### src/rtl/cmos_frame_pkg.sv
// Shared types and constants for the CMOS frame-buffer index controller.
package cmos_frame_pkg;

  typedef enum logic [1:0] {
    IDLE   = 2'd0,
    REQ    = 2'd1,
    ACTIVE = 2'd2
  } state_t;

  localparam int CNT_W = 16;
  localparam logic [CNT_W-1:0] CNT_MAX = 16'hFFFF;

endpackage

### src/rtl/cmos_frame_index_ctrl_if.sv
// Writer/reader handshake bundle of the frame index controller.
// The controller drives the master modport; the frame writer and reader sit on slave.
interface cmos_frame_index_ctrl_if #(
  parameter int IDX_W = 2
);
  import cmos_frame_pkg::*;

  logic             write_req;
  logic             write_req_ack;
  logic             read_lock;
  logic [IDX_W-1:0] write_addr_index;
  logic [IDX_W-1:0] read_addr_index;
  logic             read_valid;
  logic [CNT_W-1:0] drop_cnt;
  logic [CNT_W-1:0] frame_cnt;

  modport master (
    output write_req, write_addr_index, read_addr_index, read_valid,
           drop_cnt, frame_cnt,
    input  write_req_ack, read_lock
  );

  modport slave (
    input  write_req, write_addr_index, read_addr_index, read_valid,
           drop_cnt, frame_cnt,
    output write_req_ack, read_lock
  );

endinterface

### src/rtl/cmos_vsync_sync.sv
// Brings raw sensor vsync into the pclk domain and emits a one-cycle frame-edge pulse.
module cmos_vsync_sync #(
  parameter int SYNC_STAGES = 3,
  parameter int VSYNC_POL   = 1
) (
  input  logic pclk,
  input  logic rst_n,
  input  logic cmos_vsync,
  output logic fe
);

  logic [SYNC_STAGES-1:0] sync_q;
  logic                   edge_q;

  always_ff @(posedge pclk or negedge rst_n) begin
    if (!rst_n) begin
      sync_q <= '0;
      edge_q <= 1'b0;
    end else begin
      sync_q <= {sync_q[SYNC_STAGES-2:0], cmos_vsync};
      edge_q <= sync_q[SYNC_STAGES-1];
    end
  end

  // Edge is taken between the last synchroniser flop and the extra edge flop.
  assign fe = (VSYNC_POL != 0) ? ( sync_q[SYNC_STAGES-1] & ~edge_q)
                               : (~sync_q[SYNC_STAGES-1] &  edge_q);

endmodule

### src/rtl/cmos_frame_index_ctrl.sv
// Triple(+)-buffer frame index controller: hands the writer a free buffer each frame
// and never reuses the buffer the reader has locked. Macro CMOS_FRAME_STATS_EN adds drop/frame counters.
module cmos_frame_index_ctrl
  import cmos_frame_pkg::*;
#(
  parameter int NUM_BUF     = 3,
  parameter int IDX_W       = 2,
  parameter int SYNC_STAGES = 3,
  parameter int VSYNC_POL   = 1
) (
  input  logic                   pclk,
  input  logic                   rst_n,
  input  logic                   cmos_vsync,
  cmos_frame_index_ctrl_if.master bus
);

  localparam logic [IDX_W:0] NB = (IDX_W+1)'(NUM_BUF);

  logic             fe;
  state_t           state;
  state_t           state_nxt;
  logic [IDX_W-1:0] wr_idx;
  logic [IDX_W-1:0] rd_idx;
  logic [IDX_W-1:0] lock_idx;
  logic             lock_valid;
  logic             rd_valid;
  logic             lock_take;
  logic             frame_done;
  logic             cmp_valid;
  logic [IDX_W-1:0] cmp_idx;
  logic [IDX_W-1:0] inc1_idx;
  logic [IDX_W-1:0] nxt_idx;

  function automatic logic [IDX_W-1:0] idx_add(input logic [IDX_W-1:0] cur,
                                               input logic [1:0]       step);
    logic [IDX_W:0] sum;
    sum = {1'b0, cur} + {{(IDX_W-1){1'b0}}, step};
    if (sum >= NB) sum = sum - NB;
    return sum[IDX_W-1:0];
  endfunction

  cmos_vsync_sync #(
    .SYNC_STAGES (SYNC_STAGES),
    .VSYNC_POL   (VSYNC_POL)
  ) u_vsync_sync (
    .pclk       (pclk),
    .rst_n      (rst_n),
    .cmos_vsync (cmos_vsync),
    .fe         (fe)
  );

  always_ff @(posedge pclk or negedge rst_n) begin
    if (!rst_n) state <= IDLE;
    else        state <= state_nxt;
  end

  always_comb begin
    state_nxt = state;
    case (state)
      IDLE:    if (fe) state_nxt = REQ;
      REQ:     if (bus.write_req_ack) state_nxt = ACTIVE;
      ACTIVE:  if (fe) state_nxt = REQ;
      default: state_nxt = IDLE;
    endcase
  end

  assign bus.write_req = (state == REQ);

  assign lock_take  = bus.read_lock & rd_valid;
  assign frame_done = (state == ACTIVE) & fe;

  // A lock arriving on the same edge as a frame completion must already steer the skip.
  assign cmp_valid = lock_valid | lock_take;
  assign cmp_idx   = lock_take ? rd_idx : lock_idx;
  assign inc1_idx  = idx_add(wr_idx, 2'd1);
  assign nxt_idx   = (cmp_valid && (inc1_idx == cmp_idx)) ? idx_add(wr_idx, 2'd2) : inc1_idx;

  always_ff @(posedge pclk or negedge rst_n) begin
    if (!rst_n) begin
      wr_idx     <= '0;
      rd_idx     <= '0;
      rd_valid   <= 1'b0;
      lock_idx   <= '0;
      lock_valid <= 1'b0;
    end else begin
      if (frame_done) begin
        rd_idx   <= wr_idx;
        rd_valid <= 1'b1;
        wr_idx   <= nxt_idx;
      end
      if (lock_take) begin
        lock_idx   <= rd_idx;
        lock_valid <= 1'b1;
      end
    end
  end

  assign bus.write_addr_index = wr_idx;
  assign bus.read_addr_index  = rd_idx;
  assign bus.read_valid       = rd_valid;

`ifdef CMOS_FRAME_STATS_EN
  logic [CNT_W-1:0] drop_q;
  logic [CNT_W-1:0] frame_q;
  logic             drop_evt;

  function automatic logic [CNT_W-1:0] sat_inc(input logic [CNT_W-1:0] v);
    return (v == CNT_MAX) ? v : v + 1'b1;
  endfunction

  // Ack wins over a coincident edge, so that case is not a drop.
  assign drop_evt = (state == REQ) & fe & ~bus.write_req_ack;

  always_ff @(posedge pclk or negedge rst_n) begin
    if (!rst_n) begin
      drop_q  <= '0;
      frame_q <= '0;
    end else begin
      if (drop_evt)   drop_q  <= sat_inc(drop_q);
      if (frame_done) frame_q <= sat_inc(frame_q);
    end
  end

  assign bus.drop_cnt  = drop_q;
  assign bus.frame_cnt = frame_q;
`else
  assign bus.drop_cnt  = '0;
  assign bus.frame_cnt = '0;
`endif

endmodule

### src/flat_wrapper.sv
// flat-port wrapper written by rule: the top's interface ports become plain ports
module cmos_frame_index_ctrl_flat import cmos_frame_pkg::*;
#(
  parameter int NUM_BUF     = 3,
  parameter int IDX_W       = 2,
  parameter int SYNC_STAGES = 3,
  parameter int VSYNC_POL   = 1
)
  (pclk, rst_n, cmos_vsync, bus_write_req, bus_write_addr_index, bus_read_addr_index, bus_read_valid, bus_drop_cnt, bus_frame_cnt, bus_write_req_ack, bus_read_lock);
  cmos_frame_index_ctrl_if #(.IDX_W(IDX_W)) bus_i ();
  input  logic pclk;
  input  logic rst_n;
  input  logic cmos_vsync;
  output wire logic [$bits(bus_i.write_req)-1:0] bus_write_req;
  output wire logic [$bits(bus_i.write_addr_index)-1:0] bus_write_addr_index;
  output wire logic [$bits(bus_i.read_addr_index)-1:0] bus_read_addr_index;
  output wire logic [$bits(bus_i.read_valid)-1:0] bus_read_valid;
  output wire logic [$bits(bus_i.drop_cnt)-1:0] bus_drop_cnt;
  output wire logic [$bits(bus_i.frame_cnt)-1:0] bus_frame_cnt;
  input wire logic [$bits(bus_i.write_req_ack)-1:0] bus_write_req_ack;
  input wire logic [$bits(bus_i.read_lock)-1:0] bus_read_lock;
  assign bus_write_req = bus_i.write_req;
  assign bus_write_addr_index = bus_i.write_addr_index;
  assign bus_read_addr_index = bus_i.read_addr_index;
  assign bus_read_valid = bus_i.read_valid;
  assign bus_drop_cnt = bus_i.drop_cnt;
  assign bus_frame_cnt = bus_i.frame_cnt;
  assign bus_i.write_req_ack = bus_write_req_ack;
  assign bus_i.read_lock = bus_read_lock;
  cmos_frame_index_ctrl #(.NUM_BUF(NUM_BUF), .IDX_W(IDX_W), .SYNC_STAGES(SYNC_STAGES), .VSYNC_POL(VSYNC_POL)) u_core (.pclk(pclk), .rst_n(rst_n), .cmos_vsync(cmos_vsync), .bus(bus_i));
endmodule
### config.mk
export PLATFORM = sky130hd
export DESIGN_NAME = cmos_frame_index_ctrl_flat
export DESIGN_NICKNAME = d
export VERILOG_FILES = /design/src/rtl/cmos_frame_pkg.sv /design/src/rtl/cmos_frame_index_ctrl_if.sv /design/src/rtl/cmos_vsync_sync.sv /design/src/rtl/cmos_frame_index_ctrl.sv /design/src/flat_wrapper.sv
export SDC_FILE = /design/constraint.sdc
export NUM_CORES = 1
export LEC_CHECK = 0
export BUFFER_PORTS_ARGS = -buffer_cell sky130_fd_sc_hd__buf_2
export CAP_MARGIN = 20
export CORE_UTILIZATION = 48
export CTS_CLUSTER_DIAMETER = 200
export DETAILED_ROUTE_END_ITERATION = 10
export PLACE_DENSITY = 0.83
export SLEW_MARGIN = 20
export SYNTH_ARGS = -nofsm -noshare
export SYNTH_HDL_FRONTEND = slang
export SYNTH_HIERARCHICAL = 1
export SYNTH_SLANG_ARGS = --single-unit
### constraint.sdc
create_clock -name pclk -period 3.2 [get_ports pclk]
set_input_delay 0.16 -clock pclk [delete_from_list [all_inputs] [get_ports pclk]]
set_output_delay 0.16 -clock pclk [all_outputs]
set_load 0.05 [all_outputs]
==> metrics.md <==
| Metric | Value |
|---|---|
| Worst setup margin | `about 1.5 ns` |
| Final Hold Viols | `0` |
| Post-synthesis compound-gate area fraction | `0.131` |
| Post-synthesis mux area share | `0.0127` |
| WHS | `0.145 ns` |
| Mapped Avg Cell Area | `10.1 um^2` |
| Switching share of power | `0.507` |
| CTS root buf | `clkbuf_4` |
| Wirelength per Cell | `approximately 10 um` |
| First-pass GRT wire length | `around 2200 um` |
| Max Cap Viol | `0` |
| Post-synth top area share | `0.395` |
| Clk Latency, worst-skew pair | `0.28 ns` |
| Post-Synth Simple-Gate Area | `0.106` |
| Core area | `1730 um^2` |
| Post-Layout Cell Count | `around 130` |
| GPL Wtd Cong | `0.791` |
| Antenna Cells | `0` |
| RSZ-0062 raised after global routing | `false` |
| Placement Setup Slack | `1.54 ns` |
| Gate power share | `0.541` |
| Max Freq | `599 MHz` |
| CTS tree | `yes` |
| Synth area leaders | `dfrtp_1 (40%), buf_4 (27%), ha_1 (4.2%), nand2_1 (3.0%), o311ai_0 (2.0%)` |
| Vias in the first global route | `about 490` |
| R2R Setup Slk | `1.53 ns` |
| Data arrival time of the critical path | `1.85 ns` |
| Post-Place Cell Area | `843 um^2` |
| Iter 0 DRT Violations | `15` |
| Synth area leader | `dfrtp_1` |
| Reg2Reg Depth | `6` |
| Die Area | `2020 um^2` |
| Die W | `~45 um` |
| Slew Limit Fails | `0` |
| Final period util | `0.522` |
| Setup TNS | `0 ns` |
| Sw Pwr | `roughly 450 uW` |
| Final Util | `0.521` |
| Drc violations | `0` |
| Clock-pin slew on the worst setup and hold paths | `0.09 ns` |
| Die H | `about 45 um` |
| H-Tree Depth | `1` |
| Pin count of the biggest net entering global routing | `15` |
| Final wirelength | `1250 um` |
| Setup violations, final | `0` |
| Synth Instances | `88` |
| Hold crit path type | `primary input to flop` |
| Hold endpoint | `u_core/state[1]` |
| Cell Int Power | `435 uW` |
| Flop pwr share | `0.316` |
| Final Cell Area | `900 um^2` |
| Area grow syn2layout | `1.55%` |
| Clock group share of total power | `0.144` |
| Clock Path Buffers | `2` |
| Dpl cells | `between 100 and 150` |
| Setup Crit Path Kind | `flop to flop` |
| Final ANT Viol Nets | `0` |
| DP Wirelength | `around 880 um` |
| Pwr Density | `980 nW/um^2` |
| Row count | `15` |
| Clk sink count | `14` |
| I/O pin count | `between 40 and 50` |
| Via/cell ratio | `4.26` |
| R2r startpoint | `u_core/bus.write_addr_index[1]` |
| Initial core utilization | `0.513` |
| Largest family of logic cells by synthesized area | `buffers and inverters` |
| Share of cells above drive strength 1 | `0.175` |
| Initial antenna violation count | `0` |
| Post-Synth Adder-Cell Area | `0.0424` |
| CTS-repair resized insts | `0` |
| Power Total | `882 uW` |
| Worst path required time | `3.38 ns` |
| Outcome | `complete, no violations` |
| Largest fanout on the critical path | `4` |
| Register area share after synthesis | `0.395` |
| Worst reg2reg path endpoint | `u_core/bus.write_addr_index[0]` |
| Synth unique cells | `28` |
| Final min period | `approximately 1.7 ns` |
| First-pass DRT Iterations | `5` |
| Worst hold stages | `2` |
| Xor and xnor fraction of the mapped netlist area | `0.0198` |
| Yosys warns | `6` |
| Cell Area, Synth | `886 um^2` |
| Setup crit end kind | `flop` |
| Fin Clk Skew | `0.00578 ns` |
| Flops & latches, synth | `14` |
| Pleak | `0.467 nW` |
| PortBufs | `10` |
| Critical Path Start Type | `flop` |
| Gr ovfl total | `0` |
| Nets@finish | `112` |
| CTS Buf Count | `3` |
| Gr usage total | `0.152` |
| HP Start | `bus_write_req_ack` |
| Worst VDD drop | `roughly 0.0006 V` |
| Via count | `545` |
[synthesized netlist by cell type (all sizes together)]
cell type / count
a22o: 1
a41oi: 1
buf: 32
conb: 1
dfrtp: 14
ha: 3
inv: 4
mux2: 1
nand2: 7
nand2b: 1
nand3: 2
nand3b: 1
nand4b: 1
nor2: 2
nor2b: 2
o21ai: 4
o21ba: 1
o21bai: 1
o22a: 1
o22ai: 1
o2bb2ai: 1
o311ai: 2
o31a: 1
or2b: 1
xnor2: 1
xor2: 1
[sequential cells by signal (all words and copies together) (netlist names)]
| register | cells |
|---|---|
| u_core/bus.read_addr_index | 2 |
| u_core/bus.read_valid | 1 |
| u_core/u_vsync_sync/sync_q | 3 |
| u_core/bus.write_addr_index | 2 |
| u_core/lock_valid | 1 |
| u_core/u_vsync_sync/edge_q | 1 |
| u_core/lock_idx | 2 |
| u_core/state | 2 |
[power by group through the flow]
stage	registers [mW]	logic, mW	clock network (mW)
after global routing	0.285	0.514	0.140
final	0.278	0.477	0.127
after detailed placement	0.280	0.471	0
after floorplan	0.375	0.322	0
after global placement	0.278	0.459	0
after CTS	0.277	0.475	0.130
[layer usage]
| layer | share of wire | vias up | GRT usage |
|---|---|---|---|
| met5 | 0 | - | 0 |
| met4 | 0.0064 | 0 | 0.127 |
| met3 | 0.068 | 2 | 0.0160 |
| met2 | 0.48 | 31 | 0.229 |
| met1 | 0.44 | 255 | 0.196 |
| li1 | - | 257 | - |
[cells in the final DEF (no fill, tap or decap), types with 2 or more instances in the layout]
| cell type | n |
|---|---|
| clkbuf_4 | 3 |
| conb_1 | 32 |
| dlygate4sd3_1 | 2 |
| buf_2 | 10 |
| nand3_1 | 2 |
| nand2_1 | 7 |
| o21ai_0 | 3 |
| nor2_1 | 2 |
| dfrtp_1 | 14 |
| ha_1 | 3 |
| inv_1 | 4 |
| o311ai_0 | 2 |
[logic make-up (layout without fill, tap and decap cells)]
logic type,after synthesis,in the layout
DFF,14,14
xor gates and xnor gates,2,2
buffers and inverters,36,20
AOI/OAI and AO/OA,14,14
muxes,1,1
and+or+nand+nor,17,17
adders and majority gates,3,3
other,1,32
[layout make-up]
class	count	area, um^2
repair buffers	12	70.1
clock buffers	4	36.3
fillers	157	827
multi-input cells	69	397
inverters	4	15.0
well taps	25	31.3
flip-flops and latches	14	350
[timing repair]
item                                   CTS  global route
endpoints found under the hold margin   15             0
setup buffers                            0             0
hold buffers                             2             0
setup endpoints to repair                0             0
[worst max-delay path: stages, from the launching register on]
cell and delay, ns:
dfrtp_1 0.39, inv_1 0.08, ha_1 0.23, xnor2_1 0.25, a41oi_2 0.16, o31a_1 0.26, o22a_1 0.19
[how the worst max path moves through the flow]
stage	startpoint	slack, ns	to	cells past startpoint
after CTS	u_core/bus.write_addr_index[1]	1.52	u_core/bus.write_addr_index[0]	6
after global placement	u_core/bus.write_addr_index[1]	1.59	u_core/bus.write_addr_index[0]	6
after detailed placement	u_core/bus.write_addr_index[1]	1.54	u_core/bus.write_addr_index[0]	6
after floorplan	u_core/bus.write_addr_index[1]	1.25	u_core/bus.write_addr_index[0]	7
after global routing	u_core/bus.write_addr_index[1]	1.42	u_core/bus.write_addr_index[0]	6
final	u_core/bus.write_addr_index[1]	1.53	u_core/bus.write_addr_index[0]	6
Note: power is estimated with default switching activity, not from simulation.
